--- config.mk ---
export PLATFORM = sky130hd
export DESIGN_NAME = serial_word_rx
export DESIGN_NICKNAME = d
export VERILOG_FILES = /design/src/rtl/serial_word_rx.sv
export SDC_FILE = /design/constraint.sdc
export NUM_CORES = 1
export LEC_CHECK = 0
export BUFFER_PORTS_ARGS = -buffer_cell sky130_fd_sc_hd__buf_4
export CELL_PAD_IN_SITES_DETAIL_PLACEMENT = 1
export CELL_PAD_IN_SITES_GLOBAL_PLACEMENT = 2
export CORE_AREA = 2 2 97 52
export DETAILED_ROUTE_END_ITERATION = 8
export DIE_AREA = 0 0 99 54
export PLACE_DENSITY_LB_ADDON = 0.1
export SKIP_CTS_REPAIR_TIMING = 1
export SYNTH_ARGS = -nofsm -noshare
export SYNTH_HDL_FRONTEND = slang
export SYNTH_SLANG_ARGS = --single-unit
--- constraint.sdc ---
create_clock -name clk -period 1.7 [get_ports clk]
set_clock_uncertainty 0.2 [all_clocks]
set_input_delay 0.255 -clock clk [delete_from_list [all_inputs] [get_ports clk]]
set_output_delay 0.255 -clock clk [all_outputs]
set_load 0.02 [all_outputs]
--- src/rtl/serial_word_rx.sv ---
// -----------------------------------------------------------------------------
// serial_word_rx
//
// Purpose:
//   Assembles a serial bit stream into a WIDTH-bit parallel word. A frame
//   begins with a start request, collects WIDTH qualified bits, and then
//   presents the word until the consumer accepts it with a ready/valid
//   handshake.
//
// Optional feature (compile-time macro): PARITY_CHK_EN
//   When defined, one even-parity bit follows the data bits. The parity
//   result is reported on par_err while the word is held. When undefined,
//   frames are exactly WIDTH bits and par_err is tied low.
//
// Parameters:
//   WIDTH     : data word width in bits (2..32)
//   LSB_FIRST : 1 = first received bit ends in par_out[0],
//               0 = first received bit ends in par_out[WIDTH-1]
//
// Ports:
//   clk       : clock, all state updates on the rising edge
//   rst       : asynchronous active-high reset
//   start     : frame start request (aborts a frame in progress)
//   ser_in    : serial data bit
//   ser_valid : qualifies ser_in, one bit per cycle when high
//   out_ready : consumer accepts the held word
//   clr_err   : synchronous clear of the sticky overrun flag
//   par_out   : assembled word (in-progress shift contents outside HOLD)
//   out_valid : par_out holds a complete word
//   busy      : frame reception in progress
//   overrun   : sticky, a start was dropped while a word was pending
//   par_err   : parity mismatch on the held word
// -----------------------------------------------------------------------------
module serial_word_rx #(
  parameter int WIDTH     = 16,
  parameter int LSB_FIRST = 1
) (
  input  logic             clk,
  input  logic             rst,
  input  logic             start,
  input  logic             ser_in,
  input  logic             ser_valid,
  input  logic             out_ready,
  input  logic             clr_err,
  output logic [WIDTH-1:0] par_out,
  output logic             out_valid,
  output logic             busy,
  output logic             overrun,
  output logic             par_err
);

  // Counter must be able to hold the value WIDTH after the final data bit.
  localparam int CNT_W = $clog2(WIDTH + 1);
  localparam logic [CNT_W-1:0] CNT_ZERO = CNT_W'(0);
  localparam logic [CNT_W-1:0] CNT_ONE  = CNT_W'(1);
  localparam logic [CNT_W-1:0] LAST_BIT = CNT_W'(WIDTH - 1);

  typedef enum logic [1:0] {
    ST_IDLE   = 2'd0,
    ST_SHIFT  = 2'd1,
`ifdef PARITY_CHK_EN
    ST_PARITY = 2'd2,
`endif
    ST_HOLD   = 2'd3
  } state_t;

  state_t           r_state;
  logic [CNT_W-1:0] r_cnt;
  logic [WIDTH-1:0] r_shift;
  logic             r_out_valid;
  logic             r_busy;
  logic             r_overrun;
  logic             w_ovr_set;

  // Shift one bit into the word in the configured direction. For LSB-first
  // the newest bit enters at the MSB so that after WIDTH bits the first one
  // has travelled down to bit 0.
  function automatic logic [WIDTH-1:0] shift_in(input logic [WIDTH-1:0] cur,
                                                input logic             bit_in);
    logic [WIDTH-1:0] nxt;
    if (LSB_FIRST != 0) begin
      nxt = {bit_in, cur[WIDTH-1:1]};
    end else begin
      nxt = {cur[WIDTH-2:0], bit_in};
    end
    return nxt;
  endfunction

`ifdef PARITY_CHK_EN
  logic r_par_err;
  logic w_take_start;

  // Even parity: data plus parity bit must XOR to zero; a 1 flags an error.
  function automatic logic even_parity_err(input logic [WIDTH-1:0] data,
                                           input logic             par_bit);
    return (^data) ^ par_bit;
  endfunction

  // A start is consumed (rather than dropped) everywhere except a HOLD
  // without handshake; each consumed start clears the previous parity result.
  always_comb begin
    w_take_start = 1'b0;
    case (r_state)
      ST_IDLE, ST_SHIFT, ST_PARITY: w_take_start = start;
      ST_HOLD:                      w_take_start = start & out_ready;
      default:                      w_take_start = 1'b0;
    endcase
  end
`endif

  // A start arriving while a word waits unaccepted is lost; flag it.
  always_comb begin
    w_ovr_set = 1'b0;
    if (r_state == ST_HOLD) begin
      w_ovr_set = start & ~out_ready;
    end else begin
      w_ovr_set = 1'b0;
    end
  end

  // Receive FSM with all outputs registered alongside the state.
  always_ff @(posedge clk or posedge rst) begin
    if (rst) begin
      r_state     <= ST_IDLE;
      r_cnt       <= CNT_ZERO;
      r_shift     <= {WIDTH{1'b0}};
      r_out_valid <= 1'b0;
      r_busy      <= 1'b0;
      r_overrun   <= 1'b0;
`ifdef PARITY_CHK_EN
      r_par_err   <= 1'b0;
`endif
    end else begin
`ifdef PARITY_CHK_EN
      // Placed before the case so the parity result written on entry to
      // HOLD is never overridden (that branch is exclusive with start).
      if (w_take_start) begin
        r_par_err <= 1'b0;
      end
`endif
      case (r_state)
        ST_IDLE: begin
          // Serial input is ignored until a start arrives.
          if (start) begin
            r_state <= ST_SHIFT;
            r_cnt   <= CNT_ZERO;
            r_busy  <= 1'b1;
          end
        end

        ST_SHIFT: begin
          if (start) begin
            // Abort: restart collection from scratch, stay in SHIFT.
            r_cnt   <= CNT_ZERO;
            r_shift <= {WIDTH{1'b0}};
          end else if (ser_valid) begin
            r_shift <= shift_in(r_shift, ser_in);
            r_cnt   <= r_cnt + CNT_ONE;
            if (r_cnt == LAST_BIT) begin
`ifdef PARITY_CHK_EN
              r_state     <= ST_PARITY;
`else
              r_state     <= ST_HOLD;
              r_out_valid <= 1'b1;
              r_busy      <= 1'b0;
`endif
            end
          end
        end

`ifdef PARITY_CHK_EN
        ST_PARITY: begin
          if (start) begin
            r_state <= ST_SHIFT;
            r_cnt   <= CNT_ZERO;
            r_shift <= {WIDTH{1'b0}};
          end else if (ser_valid) begin
            // The parity bit is checked but not stored in the word.
            r_par_err   <= even_parity_err(r_shift, ser_in);
            r_state     <= ST_HOLD;
            r_out_valid <= 1'b1;
            r_busy      <= 1'b0;
          end
        end
`endif

        ST_HOLD: begin
          // out_valid is always high here, so out_ready alone completes
          // the handshake. Without it, par_out and the state are frozen.
          if (out_ready) begin
            r_out_valid <= 1'b0;
            if (start) begin
              r_state <= ST_SHIFT;
              r_cnt   <= CNT_ZERO;
              r_busy  <= 1'b1;
            end else begin
              r_state <= ST_IDLE;
            end
          end
        end

        default: begin
          r_state     <= ST_IDLE;
          r_cnt       <= CNT_ZERO;
          r_out_valid <= 1'b0;
          r_busy      <= 1'b0;
        end
      endcase

      // Set wins over a simultaneous clear.
      if (w_ovr_set) begin
        r_overrun <= 1'b1;
      end else if (clr_err) begin
        r_overrun <= 1'b0;
      end
    end
  end

  assign par_out   = r_shift;
  assign out_valid = r_out_valid;
  assign busy      = r_busy;
  assign overrun   = r_overrun;
`ifdef PARITY_CHK_EN
  assign par_err   = r_par_err;
`else
  assign par_err   = 1'b0;
`endif

endmodule

==> metrics.txt <==
status finished with violations; failing checks negative setup slack; Synthesis Warnings 0; Top Family by Delay on Critical Path simple AND/OR/NAND/NOR gates; Final TNS setup -26.0 ps; post-synthesis simple-gate area fraction approximately 18%; vias in the first global route approximately 1.1k; clock period minus worst slack 1730 ps; Seq/Total Area, Yosys around half; # DRC 0; die area 5350 um^2; Synth Instances 133; clk root buf clkbuf_8; final setup violation count 1; core area 4620 um^2; post-detail-place hpwl 2.73 mm; Core Util, Final about two fifths; Final nets roughly 190; CP max FO 4; Avg WL per Cell around 16 um; worst path bufs/invs 1; placed cell count approximately 230; Peak supply drop between 0.3 and 0.4 mV; cell area after synthesis roughly 1300 um^2; cell taking the most area after synthesis dfrtp_1; multiplexer area fraction after synthesis 0%; io pins 27; Final Hold Vio Count 0; Pins Over Slew Limit 0; Yosys top cell area share between 40% and 50%; CTS Buffer Depth 2; CP required about 1700 ps; post-route clock period utilization 102%; global-route wire length before repair 5.94 mm; largest net degree at the start of global routing 27; Vias/cell 5.00; fill cell count 526; vias post-DR 1175; #FFs+latches synth 26; Leakage between 0.8 and 0.9 nW; Max Clk Rate slightly below 600 MHz; Die H approximately 54 um; worst-path cell chain inv_2, ha_4, o21ai_2, or4_1, nand3_1; Inserted Diodes 0; slowest cell on the critical path or4_1; drt total wl ~3.7 mm; H-Tree Depth 1; Avg Inst Size Synth between 9 and 10 um^2; # clock sinks 26; # port buffers 25; Area Growth Syn to Fin 39.6%; ranking of synthesized cells by area dfrtp_1 (49%), o2bb2ai_1 (7.9%), nor2b_1 (6.1%), a21oi_1 (5.3%), ha_1 (4.7%); Finished Layout Cells 235; Routability Congestion 0.761; Inserted Clock Buffers 3; initial antenna violation count 0; post-synth cell types 37; fin worst setup slack -26.0 ps; Post-synth top flop dfrtp_1; Rows 18; DR iter-0 viols 29; area fraction in compound gates after synthesis 23.4%; MaxCap Viol Count 0; Clk Latency, worst-skew pair around 270 ps; CP arrival roughly 1700 ps; worst hold path type primary input to register; drt pass-1 iters 4; RSZ-0062 raised after global routing true; critical setup path kind register to register; total track usage between 10% and 20%; crit path launch type register; CTS tree built; post-detailed-route count of antenna-violating nets 0; fraction of registers with async set/reset 100%; adder-cell area share of the yosys netlist under 10%; grt total ovfl 0; pre-CTS setup slack -142 ps; Synth Net Count 145; Starting Density around 29%; max incr delay on CP 500 ps; Post-synth EDFFs 0; CP Capture Type register; clk slew on worst S/H paths 100 ps; XOR/XNOR share of the synthesized area 0%; fraction of layout cells with a size suffix above 1 a little under two fifths; die extent in x ~99 um; Pwr per Cell Area 984 nW/um^2; largest family of logic cells by synthesized area compound AO/OA/AOI/OAI gates
[flip-flops by register name (all words and copies together), names as in the netlist]
signal / cells
par_out: 16
r_cnt: 5
r_state: 2
busy: 1
out_valid: 1
overrun: 1
[metrics by stage]
step           instance area (um^2)  hold slack, ps  total power [mW]
6_report                       1850            36.7              1.82
3_5_place_dp                   1690             173              1.38
3_3_place_gp                   1690             146              1.35
5_1_grt                        1850            27.0              1.94
2_1_floorplan                  1330            95.0              1.07
4_1_cts                        1730            -129              1.74
[final timing paths]
| path | startpoint | to | slack (ps) | depth (start not counted) |
|---|---|---|---|---|
| worst max-delay path | r_state[1] | r_cnt[3] | -30 | 5 |
| worst min-delay path | ser_in | par_out[15] | 40 | 2 |
| worst max register to register | r_state[1] | r_cnt[3] | -30 | 5 |
| worst min register to register | par_out[0] | par_out[0] | 310 | 1 |
| max in group asynchronous | rst | r_state[0] | 610 | 4 |
| min in group asynchronous | rst | overrun | 400 | 4 |
[metal layers]
layer	vias up	part of all wire (%)	global-route usage, %
li1	560	-	-
met1	591	53	20.6
met2	22	43	23.0
met3	2	3.1	3.77
met4	0	0.46	3.42
met5	-	0	0
[area by class of cell]
class,count,area [um^2],area share [%]
well taps,60,75.1,4.06
repair buffers,46,354,19.1
multi-input cells,92,697,37.7
inverters,8,30.0,1.62
clock buffers,3,41.3,2.23
flip-flops and latches,26,652,35.3
[report_power, final]
| part | switching, mW | total, mW | leakage [nW] | internal [mW] |
|---|---|---|---|---|
| Clock | 0.199 | 0.358 | 0.0216 | 0.159 |
| Sequential | 0.0589 | 0.730 | 0.356 | 0.671 |
| Combinational | 0.391 | 0.732 | 0.464 | 0.340 |
[layout by cell type, fill, tap and decap left out, types with 2 or more instances in the layout]
| cell type | Yosys | final |
|---|---|---|
| dfrtp_1 | 26 | 25 |
| a21oi_1 | 14 | 14 |
| dlygate4sd3_1 | 0 | 2 |
| clkbuf_8 | 0 | 3 |
| nand3b_1 | 2 | 2 |
| o2bb2ai_1 | 12 | 12 |
| nor2b_1 | 13 | 13 |
| nand2_1 | 10 | 10 |
| buf_4 | 1 | 43 |
| o21ai_0 | 9 | 7 |
| inv_2 | 1 | 3 |
| a22o_1 | 3 | 3 |
| ha_4 | 0 | 4 |
| inv_1 | 7 | 5 |
| nand3_1 | 3 | 3 |
[cell usage after synthesis (2+ instances only)]
cell type and number:
inv_1 7, nand3_1 3, nand3b_1 2, dfrtp_1 26, a21oi_1 14, ha_1 5
o2bb2ai_1 12, nor2b_1 13, clkbuf_1 4, o21ai_0 9, a22o_1 3, nand2_1 10
[cells by family (layout without fill, tap and decap cells)]
| group | after synthesis | count (layout) |
|---|---|---|
| buffers and inverters | 15 | 57 |
| adder cells (fa/ha/maj) | 5 | 5 |
| AND/OR/NAND/NOR | 40 | 40 |
| other | 1 | 1 |
| flip-flops | 26 | 26 |
| AO/OA/AOI/OAI | 46 | 46 |
(Power assumes the default switching activity.)
